File: src/rtl/corep.sv
// rtl/corep.sv - core-wide PR and free-list types and sizing constants
package corep;

    localparam int PRF_BANK_COUNT                = 4;
    localparam int LOG_PRF_BANK_COUNT            = 2;
    localparam int PR_WIDTH                      = 7;
    localparam int UPPER_PR_WIDTH                = PR_WIDTH - LOG_PRF_BANK_COUNT;

    localparam int FREE_LIST_LENGTH_PER_BANK     = 32;
    localparam int LOG_FREE_LIST_LENGTH_PER_BANK = 5;
    localparam int FREE_LIST_LOWER_THRESHOLD     = 8;
    localparam int FREE_LIST_UPPER_THRESHOLD     = 24;

    typedef logic [PR_WIDTH-1:0]                      PR_t;
    typedef logic [UPPER_PR_WIDTH-1:0]                upper_PR_t;
    typedef logic [LOG_PRF_BANK_COUNT-1:0]            PR_bank_t;
    typedef logic [LOG_FREE_LIST_LENGTH_PER_BANK-1:0] FL_ptr_t;
    typedef logic [LOG_FREE_LIST_LENGTH_PER_BANK:0]   FL_cnt_t;

endpackage

File: src/rtl/free_list_bank.sv
// rtl/free_list_bank.sv - one PRF bank's circular free-PR FIFO; optional
// empty-list bypass selected by FREE_LIST_BYPASS_EN
module free_list_bank
    import corep::*;
#(
    parameter int BANK   = 0,
    parameter int LENGTH = FREE_LIST_LENGTH_PER_BANK
) (
    input  logic      CLK,
    input  logic      RST,
    input  logic      enq_valid,
    input  upper_PR_t enq_upper_PR,
    output logic      deq_valid,
    output PR_t       deq_PR,
    input  logic      deq_ready,
    output logic      below_lower,
    output logic      above_upper,
    output logic      overflow_err
);

    // After reset this bank owns upper PRs 16..31; 0..15 are architectural.
    localparam int RESET_FILL = 16;

    localparam PR_bank_t BANK_BITS = PR_bank_t'(BANK);
    localparam FL_ptr_t  LAST_PTR  = FL_ptr_t'(LENGTH - 1);
    localparam FL_cnt_t  FULL_CNT  = FL_cnt_t'(LENGTH);
    localparam FL_cnt_t  LOWER_CNT = FL_cnt_t'(FREE_LIST_LOWER_THRESHOLD);
    localparam FL_cnt_t  UPPER_CNT = FL_cnt_t'(FREE_LIST_UPPER_THRESHOLD);

    upper_PR_t entries [0:LENGTH-1];
    FL_ptr_t   head;
    FL_ptr_t   tail;
    FL_cnt_t   count;

    logic      empty;
    logic      full;
    logic      bypass;
    logic      deq_fire;
    logic      bypass_fire;
    logic      enq_write;
    logic      enq_drop;
    logic      head_adv;
    FL_cnt_t   count_next;
    FL_ptr_t   head_inc;
    FL_ptr_t   tail_inc;

    assign empty = (count == '0);
    assign full  = (count == FULL_CNT);

`ifdef FREE_LIST_BYPASS_EN
    assign bypass = empty && enq_valid;
`else
    assign bypass = 1'b0;
`endif

    always_comb begin
        deq_valid = !empty || bypass;
        deq_PR    = bypass ? {enq_upper_PR, BANK_BITS} : {entries[head], BANK_BITS};
    end

    // A bypassed enq handed straight to rename never touches storage.
    assign deq_fire    = deq_valid && deq_ready;
    assign bypass_fire = bypass && deq_fire;
    assign head_adv    = deq_fire && !bypass_fire;
    assign enq_write   = enq_valid && !bypass_fire && (!full || deq_fire);
    assign enq_drop    = enq_valid && full && !deq_fire;

    assign head_inc = (head == LAST_PTR) ? '0 : head + FL_ptr_t'(1);
    assign tail_inc = (tail == LAST_PTR) ? '0 : tail + FL_ptr_t'(1);

    always_comb begin
        count_next = count;
        case ({enq_write, head_adv})
            2'b10:   count_next = count + FL_cnt_t'(1);
            2'b01:   count_next = count - FL_cnt_t'(1);
            default: count_next = count;
        endcase
    end

    always_ff @(posedge CLK) begin
        if (RST) begin
            for (int i = 0; i < LENGTH; i++) begin
                entries[i] <= (i < RESET_FILL) ? upper_PR_t'(i + RESET_FILL) : '0;
            end
            head         <= '0;
            tail         <= FL_ptr_t'(RESET_FILL);
            count        <= FL_cnt_t'(RESET_FILL);
            overflow_err <= 1'b0;
            below_lower  <= (FL_cnt_t'(RESET_FILL) < LOWER_CNT);
            above_upper  <= (FL_cnt_t'(RESET_FILL) > UPPER_CNT);
        end else begin
            if (enq_write) begin
                entries[tail] <= enq_upper_PR;
                tail          <= tail_inc;
            end
            if (head_adv) begin
                head <= head_inc;
            end
            if (enq_drop) begin
                overflow_err <= 1'b1;
            end
            count       <= count_next;
            below_lower <= (count_next < LOWER_CNT);
            above_upper <= (count_next > UPPER_CNT);
        end
    end

endmodule
File: config.mk
export PLATFORM = sky130hd
export DESIGN_NAME = free_list_bank
export DESIGN_NICKNAME = d
export VERILOG_FILES = /design/src/rtl/corep.sv /design/src/rtl/free_list_bank.sv
export SDC_FILE = /design/constraint.sdc
export NUM_CORES = 1
export LEC_CHECK = 0
export ABC_CLOCK_PERIOD_IN_PS = 5400
export CAP_MARGIN = 20
export CORE_ASPECT_RATIO = 1.2
export CORE_MARGIN = 1
export CORE_UTILIZATION = 55
export CTS_CLUSTER_DIAMETER = 100
export DETAILED_ROUTE_END_ITERATION = 7
export GPL_ROUTABILITY_DRIVEN = 0
export GPL_TIMING_DRIVEN = 0
export MAX_ROUTING_LAYER = met4
export PLACE_DENSITY = 0.72
export REMOVE_ABC_BUFFERS = 1
export SYNTH_ARGS = -nofsm -noshare
export SYNTH_HDL_FRONTEND = slang
export SYNTH_SLANG_ARGS = --single-unit
File: constraint.sdc
create_clock -name CLK -period 5.4 [get_ports CLK]
set_input_delay 1.08 -clock CLK [delete_from_list [all_inputs] [get_ports CLK]]
set_output_delay 1.08 -clock CLK [all_outputs]
set_load 0.005 [all_outputs]
==> results.json <==
{
  "clk_path_buf_depth": 2,
  "worstSetupEndpointType": "output port",
  "grt_max_degree": 41,
  "fin_util_pct": 62.4,
  "hpwl_um": 12100,
  "drtIter0Drc": 495,
  "post_cts_buffers": 0,
  "final.period_utilization_pct": 79.8,
  "fin_worst_skew_ns": 0.00859,
  "yosys.area_share.simple_pct": 16.7,
  "setup-violations-final": 0,
  "finalNonFillerCells": 849,
  "arrival_ns": 3.23,
  "syn-cell-area_um2": 8780,
  "root_buffer": "clkbuf_16",
  "worstSetupPathType": "flip-flop to output port",
  "ys_warn_count": 0,
  "worst_slew_pin_slew_ns": 1.02,
  "synth_edf_count": 160,
  "status": "completed",
  "power_mw": 3.25,
  "dieArea_um2": 16500,
  "synth.distinct_cells": 50,
  "p_leak_nw": 3.10,
  "synth_top_family_by_area": "simple AND/OR/NAND/NOR gates",
  "final.setup.tns_ns": 0,
  "synth_compound_area_share_pct": 4.49,
  "grt_pass1_vias": 5255,
  "path_clk_slew_ns": 0.06,
  "start_kind": "flip-flop",
  "peakVddDrop_mv": 0.202,
  "die_x_um": 117,
  "via_count": 5141,
  "grt_setup_unrepaired": "no",
  "slew-limit-headroom_pct": 32.1,
  "ios": 20,
  "grtUsageTotal_pct": 24.6,
  "drt_pre_antenna_iters": 5,
  "place_ws_ns": 0.865,
  "max_freq_mhz": 232,
  "syn_area_per_cell_um2": 13.7,
  "drc_errors": 0,
  "clk_latency_ns": 0.44,
  "dp_cells": 815,
  "ant_nets": 0,
  "grt_antenna_before_repair": 0,
  "ys_async_sr_fraction_pct": 0,
  "core_um2": 15600,
  "fin_ws_ns": 1.09,
  "ctsHoldBuffers": 0,
  "synth_ff_type": "edfxtp_1",
  "seq_area_frac_synth_pct": 60.2,
  "overflow": 0,
  "hold_viol_final": 0,
  "finalNetCount": 645,
  "synth-xor-area-share_pct": 0.299,
  "numPortBuffers": 17,
  "num_rows": 50,
  "syn_to_final_growth_pct": 10.7,
  "fillers": 1126,
  "fin_crit_ns": 4.31,
  "routed_wl_um": 18100,
  "initial_core_util_pct": 56.4,
  "die_h_um": 140,
  "grt_pass1_wl_um": 29300,
  "post_cts_resized": 0,
  "ys_seq_elements": 184,
  "htreeDepth": 4,
  "drive_above_1_share_pct": 15.8,
  "power.density_nw_per_um2": 334,
  "crit_fanout": 40,
  "synth_mux_area_share_pct": 13.7,
  "cts.sinks": 184,
  "cp.required_ns": 4.32,
  "cts_buffers": 17,
  "cts_tree": "yes",
  "synthCells": 641,
  "hold_path.class": "flip-flop to flip-flop",
  "insertedDiodeCount": 0,
  "cap_violations": 0,
  "avgViaCountPerCell": 6.06,
  "wl_per_cell_um": 21.3,
  "synthAdderAreaFrac_pct": 1.14,
  "drv_slew": 0
}
## cell families after synthesis
kind of cell / Yosys count
simple gates: 258
fa+ha+maj: 8
xor+xnor: 3
buf+inv: 65
other cells: 1
mux: 57
flops: 184
compound gates: 65
## cell usage in the layout (no fill, tap or decap), types with 8 or more instances in the layout
cell type and instances:
o21ai_0 38, nor3_1 17, nand3_1 8, clkdlybuf4s50_1 17, or3_1 39, clkbuf_16 18
inv_1 9, mux4_2 50, ha_1 8, edfxtp_1 160, a21oi_1 11, and2_1 104
nand2_1 21, nor2_1 41, dfxtp_1 22
## final timing paths
| kind | startpoint | endpoint | slack, ns | cells past startpoint |
|---|---|---|---|---|
| max | flip-flop | deq_PR[3] | 1.09 | 4 |
| max reg2reg | count[2]$_SDFF_PP0_ | entries[8][4]$_SDFFCE_PN1P_ | 2.52 | 4 |
| min reg2reg | head[4]$_SDFFE_PP0N_ | head[4]$_SDFFE_PP0N_ | 0.49 | 2 |
| min | head[4]$_SDFFE_PP0N_ | head[4]$_SDFFE_PP0N_ | 0.49 | 2 |
## layout make-up
class | instances | area, µm² | share of cell area [%]
clock buffer | 19 | 433 | 4.45
clock inverter | 13 | 203 | 2.09
inverter | 10 | 37.5 | 0.386
multi-input combinational | 393 | 3200 | 32.9
sequential | 184 | 5290 | 54.4
tap | 208 | 260 | 2.68
timing repair buffer | 22 | 298 | 3.06
## cells in the mapped netlist (3+ instances only)
master    number  area share, %
and2_1       104            7.4
nand3_1        8           0.46
nand4_1        3           0.21
a21oi_1       11           0.63
o21ai_0       38            2.2
nand3_2        4           0.46
ha_1           8            1.1
mux4_2        50             13
nor2_1        41            1.8
clkbuf_1      36            1.5
or3_1         39            2.8
nand3b_1       3           0.26
and3_1         3           0.21
o41ai_1        3           0.30
buf_4          3           0.26
dfxtp_1       24            5.5
mux2_2         5           0.64
edfxtp_1     160             55
nor3_1        17           0.97
inv_1          9           0.38
buf_6          5           0.64
nand2_1       21           0.90
buf_2          9           0.51
## report_power, final
part	leakage, nW	switching (mW)	total, mW	internal [mW]
clock	0.298	0.526	1.34	0.818
sequential	1.68	0.0461	1.63	1.59
combinational	1.12	0.146	0.276	0.129
## worst max-delay path, cell delays in order (launching register included)
cell and delay [ns]:
dfxtp_4 0.86, mux4_2 0.63, mux4_2 0.49, mux2_2 0.31, clkdlybuf4s50_1 0.46
## sequential cells by signal, summed over array words and instances (netlist names), named ones only
signal	count
entries	160
count	6
head	5
tail	5
above_upper	1
below_lower	1
overflow_err	1
## through the flow
step                hold slack (ns)  instance area, µm²
CTS                           0.494                9670
global route                  0.516                9720
finish                        0.494                9720
global placement              0.464                8950
detailed placement            0.485                9030
floorplan                     0.447                8520
## metal layers
layer	global-route usage, %	routed length, µm	vias to the layer above
li1	-	-	2371
met1	29.3	7090	2559
met2	41.4	9470	185
met3	5.37	1110	26
met4	8.61	415	0
met5	-	0	-
(Power assumes the default switching activity.)
